`src/rtl/ahb_csr_bridge_pkg.sv`:
```
// Shared encodings, FSM state type and helpers for the AHB-Lite to CSR bridge.
package ahb_csr_bridge_pkg;

  localparam logic [1:0] HTRANS_IDLE   = 2'b00;
  localparam logic [1:0] HTRANS_BUSY   = 2'b01;
  localparam logic [1:0] HTRANS_NONSEQ = 2'b10;
  localparam logic [1:0] HTRANS_SEQ    = 2'b11;

  localparam logic HRESP_OKAY  = 1'b0;
  localparam logic HRESP_ERROR = 1'b1;

  typedef enum logic [2:0] {
    ST_IDLE,
    ST_REQ,
    ST_WAIT_ACK,
    ST_DONE,
    ST_ERR1,
    ST_ERR2
  } state_e;

  // Byte mask of an hsize-wide access starting at a byte offset inside a CSR word.
  function automatic logic [7:0] size_byte_mask(input logic [2:0] hsize,
                                                input logic [2:0] offset);
    logic [7:0] m;
    case (hsize)
      3'd0:    m = 8'h01;
      3'd1:    m = 8'h03;
      3'd2:    m = 8'h0F;
      default: m = 8'hFF;
    endcase
    return m << offset;
  endfunction

  // Sizes above 8 bytes are rejected by the size check, so only 3 low bits matter.
  function automatic logic addr_misaligned(input logic [2:0] addr_lo,
                                           input logic [2:0] hsize);
    case (hsize)
      3'd0:    return 1'b0;
      3'd1:    return addr_lo[0];
      3'd2:    return |addr_lo[1:0];
      default: return |addr_lo[2:0];
    endcase
  endfunction

  function automatic bit widths_legal(input int aaw, input int adw,
                                      input int caw, input int cdw);
    return (aaw >= 10) && (aaw <= 64) &&
           ((adw == 32) || (adw == 64) || (adw == 128) || (adw == 256)) &&
           ((cdw == 32) || (cdw == 64)) && (cdw <= adw) &&
           (caw >= $clog2(adw / 8)) && (caw <= aaw);
  endfunction

endpackage

```
`src/rtl/ahb_csr_lane_mux.sv`:
```
// Byte-lane steering between the wide AHB data bus and the narrower CSR bus.
module ahb_csr_lane_mux
  import ahb_csr_bridge_pkg::*;
#(
  parameter int AHB_DATA_WIDTH = 64,
  parameter int CSR_DATA_WIDTH = 32
) (
  input  logic [$clog2(AHB_DATA_WIDTH/8)-1:0] byte_off_i,
  input  logic [2:0]                          hsize_i,
  input  logic [AHB_DATA_WIDTH-1:0]           hwdata_i,
  input  logic [AHB_DATA_WIDTH/8-1:0]         hwstrb_i,
  input  logic [CSR_DATA_WIDTH-1:0]           rdata_i,
  output logic [CSR_DATA_WIDTH-1:0]           wr_data_o,
  output logic [CSR_DATA_WIDTH-1:0]           wr_biten_o,
  output logic [AHB_DATA_WIDTH-1:0]           hrdata_o
);

  localparam int CB   = CSR_DATA_WIDTH / 8;
  localparam int NL   = AHB_DATA_WIDTH / CSR_DATA_WIDTH;
  localparam int AOFF = $clog2(AHB_DATA_WIDTH / 8);
  localparam int COFF = $clog2(CB);

  logic [AOFF-1:0] lane;
  logic [CB-1:0]   bmask;
  logic [CB-1:0]   strb_lane;

  assign lane  = byte_off_i >> COFF;
  assign bmask = CB'(size_byte_mask(hsize_i, 3'(byte_off_i[COFF-1:0])));

  always_comb begin
    wr_data_o = '0;
    strb_lane = '0;
    for (int i = 0; i < NL; i++) begin
      if (lane == AOFF'(i)) begin
        wr_data_o = hwdata_i[i*CSR_DATA_WIDTH +: CSR_DATA_WIDTH];
        strb_lane = hwstrb_i[i*CB +: CB];
      end
    end
  end

  for (genvar b = 0; b < CB; b++) begin : g_biten
    assign wr_biten_o[b*8 +: 8] = {8{strb_lane[b] & bmask[b]}};
  end

  // Reads are replicated so any lane the master selects carries the data.
  assign hrdata_o = {NL{rdata_i}};

endmodule

```
`src/rtl/ahb_csr_bridge.sv`:
```
// AHB-Lite subordinate issuing single CSR req/ack transactions with range,
// size and alignment checks, ack timeout and a two-cycle ERROR response.
module ahb_csr_bridge
  import ahb_csr_bridge_pkg::*;
#(
  parameter int AHB_ADDR_WIDTH = 32,
  parameter int AHB_DATA_WIDTH = 64,
  parameter int CSR_ADDR_WIDTH = 12,
  parameter int CSR_DATA_WIDTH = 32,
  parameter int ACK_TIMEOUT    = 255
) (
  input  logic                        hclk_i,
  input  logic                        hreset_i,
  input  logic [AHB_ADDR_WIDTH-1:0]   haddr_i,
  input  logic [2:0]                  hsize_i,
  input  logic [1:0]                  htrans_i,
  input  logic [AHB_DATA_WIDTH-1:0]   hwdata_i,
  input  logic [AHB_DATA_WIDTH/8-1:0] hwstrb_i,
  input  logic                        hwrite_i,
  input  logic                        hsel_i,
  input  logic                        hready_i,
  output logic [AHB_DATA_WIDTH-1:0]   hrdata_o,
  output logic                        hreadyout_o,
  output logic                        hresp_o,
  output logic                        req_o,
  output logic                        req_is_wr_o,
  output logic [CSR_ADDR_WIDTH-1:0]   addr_o,
  output logic [CSR_DATA_WIDTH-1:0]   wr_data_o,
  output logic [CSR_DATA_WIDTH-1:0]   wr_biten_o,
  input  logic                        req_stall_wr_i,
  input  logic                        req_stall_rd_i,
  input  logic                        rd_ack_i,
  input  logic                        rd_err_i,
  input  logic [CSR_DATA_WIDTH-1:0]   rd_data_i,
  input  logic                        wr_ack_i,
  input  logic                        wr_err_i
);

  if (!widths_legal(AHB_ADDR_WIDTH, AHB_DATA_WIDTH, CSR_ADDR_WIDTH, CSR_DATA_WIDTH)) begin : g_illegal
    $error("ahb_csr_bridge: illegal width parameters");
  end

  localparam int         CB         = CSR_DATA_WIDTH / 8;
  localparam int         AOFF       = $clog2(AHB_DATA_WIDTH / 8);
  localparam int         COFF       = $clog2(CB);
  localparam logic [2:0] CSR_SIZE   = 3'(COFF);
  localparam bit         TIMEOUT_EN = (ACK_TIMEOUT > 0);
  localparam int         TW         = TIMEOUT_EN ? $clog2(ACK_TIMEOUT + 1) : 1;

  state_e                    state_q, state_d;
  logic [CSR_ADDR_WIDTH-1:0] haddr_q, haddr_d;
  logic [2:0]                hsize_q, hsize_d;
  logic                      hwrite_q, hwrite_d;
  logic [TW-1:0]             cnt_q, cnt_d, cnt_inc;
  logic [CSR_DATA_WIDTH-1:0] rdata_q, rdata_d;

  logic capture, addr_err, size_err, align_err, cap_ok;
  logic stall_sel, ack_sel, err_sel, timeout_hit;

  if (CSR_ADDR_WIDTH < AHB_ADDR_WIDTH) begin : g_range
    assign addr_err = |haddr_i[AHB_ADDR_WIDTH-1:CSR_ADDR_WIDTH];
  end else begin : g_full_range
    assign addr_err = 1'b0;
  end

  assign size_err  = (hsize_i > CSR_SIZE);
  assign align_err = addr_misaligned(haddr_i[2:0], hsize_i);
  assign cap_ok    = !(addr_err || size_err || align_err);

  // Only states that drive hreadyout_o high can own an address phase.
  assign capture = hsel_i && hready_i &&
                   ((htrans_i == HTRANS_NONSEQ) || (htrans_i == HTRANS_SEQ)) &&
                   (state_q inside {ST_IDLE, ST_DONE, ST_ERR2});

  assign stall_sel   = hwrite_q ? req_stall_wr_i : req_stall_rd_i;
  assign ack_sel     = hwrite_q ? wr_ack_i : rd_ack_i;
  assign err_sel     = hwrite_q ? wr_err_i : rd_err_i;
  assign cnt_inc     = cnt_q + 1'b1;
  assign timeout_hit = TIMEOUT_EN && (cnt_inc == TW'(ACK_TIMEOUT));

  always_comb begin
    state_d  = state_q;
    haddr_d  = haddr_q;
    hsize_d  = hsize_q;
    hwrite_d = hwrite_q;
    cnt_d    = cnt_q;
    rdata_d  = rdata_q;
    if (capture) begin
      haddr_d  = haddr_i[CSR_ADDR_WIDTH-1:0];
      hsize_d  = hsize_i;
      hwrite_d = hwrite_i;
    end
    case (state_q)
      ST_IDLE, ST_DONE, ST_ERR2: begin
        state_d = ST_IDLE;
        if (capture) state_d = cap_ok ? ST_REQ : ST_ERR1;
      end
      ST_REQ: begin
        if (!stall_sel) begin
          cnt_d = '0;
          if (ack_sel) begin
            state_d = err_sel ? ST_ERR1 : ST_DONE;
            if (!hwrite_q && !err_sel) rdata_d = rd_data_i;
          end else begin
            state_d = ST_WAIT_ACK;
          end
        end
      end
      ST_WAIT_ACK: begin
        // An ack landing on the timeout cycle still completes the transfer.
        if (ack_sel) begin
          state_d = err_sel ? ST_ERR1 : ST_DONE;
          if (!hwrite_q && !err_sel) rdata_d = rd_data_i;
        end else if (timeout_hit) begin
          state_d = ST_ERR1;
        end else if (TIMEOUT_EN) begin
          cnt_d = cnt_inc;
        end
      end
      ST_ERR1: state_d = ST_ERR2;
      default: state_d = ST_IDLE;
    endcase
  end

  always_ff @(posedge hclk_i) begin
    if (hreset_i) begin
      state_q  <= ST_IDLE;
      haddr_q  <= '0;
      hsize_q  <= '0;
      hwrite_q <= 1'b0;
      cnt_q    <= '0;
      rdata_q  <= '0;
    end else begin
      state_q  <= state_d;
      haddr_q  <= haddr_d;
      hsize_q  <= hsize_d;
      hwrite_q <= hwrite_d;
      cnt_q    <= cnt_d;
      rdata_q  <= rdata_d;
    end
  end

  assign req_o       = (state_q == ST_REQ);
  assign req_is_wr_o = hwrite_q;
  assign addr_o      = {haddr_q[CSR_ADDR_WIDTH-1:COFF], {COFF{1'b0}}};
  assign hreadyout_o = !(state_q inside {ST_REQ, ST_WAIT_ACK, ST_ERR1});
  assign hresp_o     = (state_q inside {ST_ERR1, ST_ERR2}) ? HRESP_ERROR : HRESP_OKAY;

  ahb_csr_lane_mux #(
    .AHB_DATA_WIDTH (AHB_DATA_WIDTH),
    .CSR_DATA_WIDTH (CSR_DATA_WIDTH)
  ) u_lane_mux (
    .byte_off_i (haddr_q[AOFF-1:0]),
    .hsize_i    (hsize_q),
    .hwdata_i   (hwdata_i),
    .hwstrb_i   (hwstrb_i),
    .rdata_i    (rdata_q),
    .wr_data_o  (wr_data_o),
    .wr_biten_o (wr_biten_o),
    .hrdata_o   (hrdata_o)
  );

endmodule

```
`config.mk`:
```
export PLATFORM = sky130hd
export DESIGN_NAME = ahb_csr_bridge
export DESIGN_NICKNAME = d
export VERILOG_FILES = /design/src/rtl/ahb_csr_bridge_pkg.sv /design/src/rtl/ahb_csr_lane_mux.sv /design/src/rtl/ahb_csr_bridge.sv
export SDC_FILE = /design/constraint.sdc
export NUM_CORES = 1
export LEC_CHECK = 0
export CAP_MARGIN = 20
export CORE_MARGIN = 2
export CORE_UTILIZATION = 24
export CTS_CLUSTER_SIZE = 25
export DETAILED_ROUTE_END_ITERATION = 7
export GPL_ROUTABILITY_DRIVEN = 0
export PLACE_DENSITY = 0.67
export RECOVER_POWER = 25
export SLEW_MARGIN = 25
export SYNTH_ARGS = -nofsm -noshare
export SYNTH_HDL_FRONTEND = slang
export SYNTH_SLANG_ARGS = --single-unit
export TNS_END_PERCENT = 10
```
`constraint.sdc`:
```
create_clock -name hclk_i -period 2.65 [get_ports hclk_i]
set_clock_uncertainty 0.1 [all_clocks]
set_input_delay 0.53 -clock hclk_i [delete_from_list [all_inputs] [get_ports hclk_i]]
set_output_delay 0.53 -clock hclk_i [all_outputs]
set_load 0.1 [all_outputs]
```
==> flow_summary.ini <==
[status]
outcome = finished clean

[yosys]
syn_avg_cell_area_um2 = 8.354
yosysWarnings = 0
async_flop_share_pct = 0
synth-seq-area-share_pct = 32.88
synthDistinctLibCells = 49
synthesis.area_mm2 = 0.003592
ys_ff_latch = 59
synth_ff_type = dfxtp_1
synth_edf_count = 0
syn-instance-count = 430

[setup_path]
critPathKind = reg2out
cp.required_ns = 2.02
crit_fanout = 10
cpMostUsedCell = buf_12
slowest_delay_ns = 0.60
slowest_stage = dfxtp_1
reg2reg_slack_ns = 0.44
crit_arrival_ns = 1.82
end_kind = output port
crit_path_cell_trace = mux2i_1 > a211oi_4 > buf_12 > buf_12
start_kind = flip-flop

[sta]
setup_viol = 0
rsz0062_at_grt = no
min_period_ns = 2.446
slew_headroom_pct = 21.02
tightestPinTransition_ns = 1.190
period_share_pct = 92.32
finalHoldViolCount = 0
whs_ns = 0.3717
fmax_mhz = 408.8
maxSlewViolCount = 0

[clock_tree]
cts_num_sinks = 59
path_clk_slew_ns = 0.05
root_buffer = clkbuf_16
hold_buffers = 0
cts_resized = 0
clk_latency_ns = 0.32
cts_setup_buffers = 0
cts_tree = yes
numCtsBuffers = 9
htree_levels = 3
clockBufferDepth = 2

[power]
ir_drop_mv = 0.2961
leakage_uw = 0.002565
power_density_mw_per_mm2 = 534.3

[place]
io_buffers = 292
dpl.hpwl_um = 10730
dp.cells = 829

[cells_and_area]
nFillCells = 1364
fin_cells = 845
antenna_cells = 0
final_common_cell = clkdlybuf4s50_1
syn_to_final_growth_pct = 93.59
final_cell_mix = clkdlybuf4s50_1, buf_12, nand2_1, dfxtp_1, clkbuf_1
num-nets-final = 810
drive_gt1_share_pct = 25.57

[detailed_routing]
wl_um = 13010
drc = 0
vias_per_cell = 4.520
num_vias = 3819
ant_nets = 0
drtIter0Drc = 88
firstDrtPassIters = 5
wl_per_cell_um = 15.40

[global_route]
grt_max_degree = 33
overflow = 0
antenna_found_initial = 0
grt_util_all_layers_pct = 15.69
grt_pass1_wl_um = 20130
grt_pass1_vias = 3815

[floorplan]
die_area_mm2 = 0.01596
initial_core_util_pct = 24.62
die_w_um = 126.3
core_area_mm2 = 0.01459
dieHeight_um = 126.3
rows = 44
num_io_pins = 296

[job]
cap_violations = 0

[worst_hold_path]
hp-class = reg2reg
==> flip-flops by register name, indices dropped and copies added (netlist names) <==
signal	count
state_q	3
rdata_q	32
hsize_q	3
cnt_q	8
req_is_wr_o	1
haddr_q	12
==> critical path: cells and delay by family, from the launching register on <==
kind / cells / cell delay (ns)
AOI/OAI and AO/OA: 1 / 0.28
buffers and inverters: 2 / 0.38
DFF: 1 / 0.60
muxes: 1 / 0.21
==> layer usage <==
metal	track usage [%]	share of wire, %	vias up
met5	0	0	-
met4	4.654	1.9	0
met3	3.669	5.9	17
met2	29.54	55	150
met1	17.41	37	1792
li1	-	-	1860
==> cell type report <==
| cell class | instances | area (um2) | share of cell area [%] |
|---|---|---|---|
| multi-input cells | 272 | 1789 | 25.73 |
| inverters | 6 | 22.52 | 0.3239 |
| well taps | 184 | 230.2 | 3.311 |
| clock inverters | 5 | 77.57 | 1.116 |
| clock buffers | 11 | 232.7 | 3.347 |
| repair buffers | 308 | 3421 | 49.19 |
| flip-flops and latches | 59 | 1181 | 16.98 |
==> worst paths after layout <==
path,depth (start not counted),endpoint,startpoint
hold / removal,2,rdata_q[4],rdata_q[4]
setup reg to reg,6,rdata_q[31],state_q[0]
setup / recovery,4,wr_biten_o[16],haddr_q[2]
hold reg to reg,2,rdata_q[4],rdata_q[4]
==> through the flow <==
stage | cell area, um2 | utilization [%] | setup slack, ns | total power (uW) | TNS [ns]
2_1_floorplan | 3667 | - | -0.1701 | 1925 | -2.908
3_3_place_gp | 6832 | 46.83 | 0.2551 | 2531 | 0
3_5_place_dp | 6832 | 46.83 | 0.2032 | 2546 | 0
4_1_cts | 7142 | 48.95 | 0.1397 | 3781 | 0
5_1_grt | 6954 | 47.67 | 0.06649 | 3843 | 0
6_report | 6954 | 47.67 | 0.2036 | 3716 | 0
==> synthesized netlist by cell type (2+ instances only) <==
| cell type | count | area share, % |
|---|---|---|
| buf_2 | 3 | 0.42 |
| ha_1 | 2 | 0.70 |
| nor3b_4 | 2 | 1.0 |
| nor2_1 | 23 | 2.4 |
| nor3_1 | 8 | 1.1 |
| a31oi_1 | 3 | 0.52 |
| nor4_1 | 7 | 1.2 |
| buf_4 | 76 | 16 |
| nand2_1 | 72 | 7.5 |
| o2111ai_1 | 2 | 0.49 |
| dfxtp_1 | 59 | 33 |
| mux2_2 | 33 | 10 |
| o211a_1 | 2 | 0.56 |
| o21ai_0 | 8 | 1.1 |
| a21bo_2 | 2 | 0.56 |
| mux2i_1 | 22 | 6.1 |
| or4_1 | 2 | 0.42 |
| clkbuf_1 | 14 | 1.5 |
| or3_1 | 2 | 0.35 |
| inv_1 | 6 | 0.63 |
| a2111oi_0 | 2 | 0.49 |
| or2_2 | 2 | 0.35 |
| a41oi_1 | 2 | 0.49 |
| a21oi_1 | 39 | 5.4 |
| nand3_1 | 10 | 1.4 |
| o211ai_1 | 4 | 0.84 |
==> power breakdown <==
group | leakage, uW | switching, uW | internal [uW]
clock | 0.000150 | 387 | 819
sequential | 0.000476 | 29.4 | 909
combinational | 0.00194 | 964 | 608
total | 0.00256 | 1380 | 2340
==> kinds of logic (layout without fill, tap and decap cells) <==
logic type / count (synthesis) / after routing / synth area share [%]
compound gates: 74 / 74 / 12.96
xor+xnor: 2 / 2 / 0.4877
fa+ha+maj: 2 / 2 / 0.6965
buf+inv: 100 / 330 / 18.70
flops: 59 / 59 / 32.88
mux: 55 / 55 / 16.48
other cells: 1 / 2 / 0.1044
simple gates: 137 / 137 / 17.69
No activity file was read; power rests on OpenSTA's default activity.
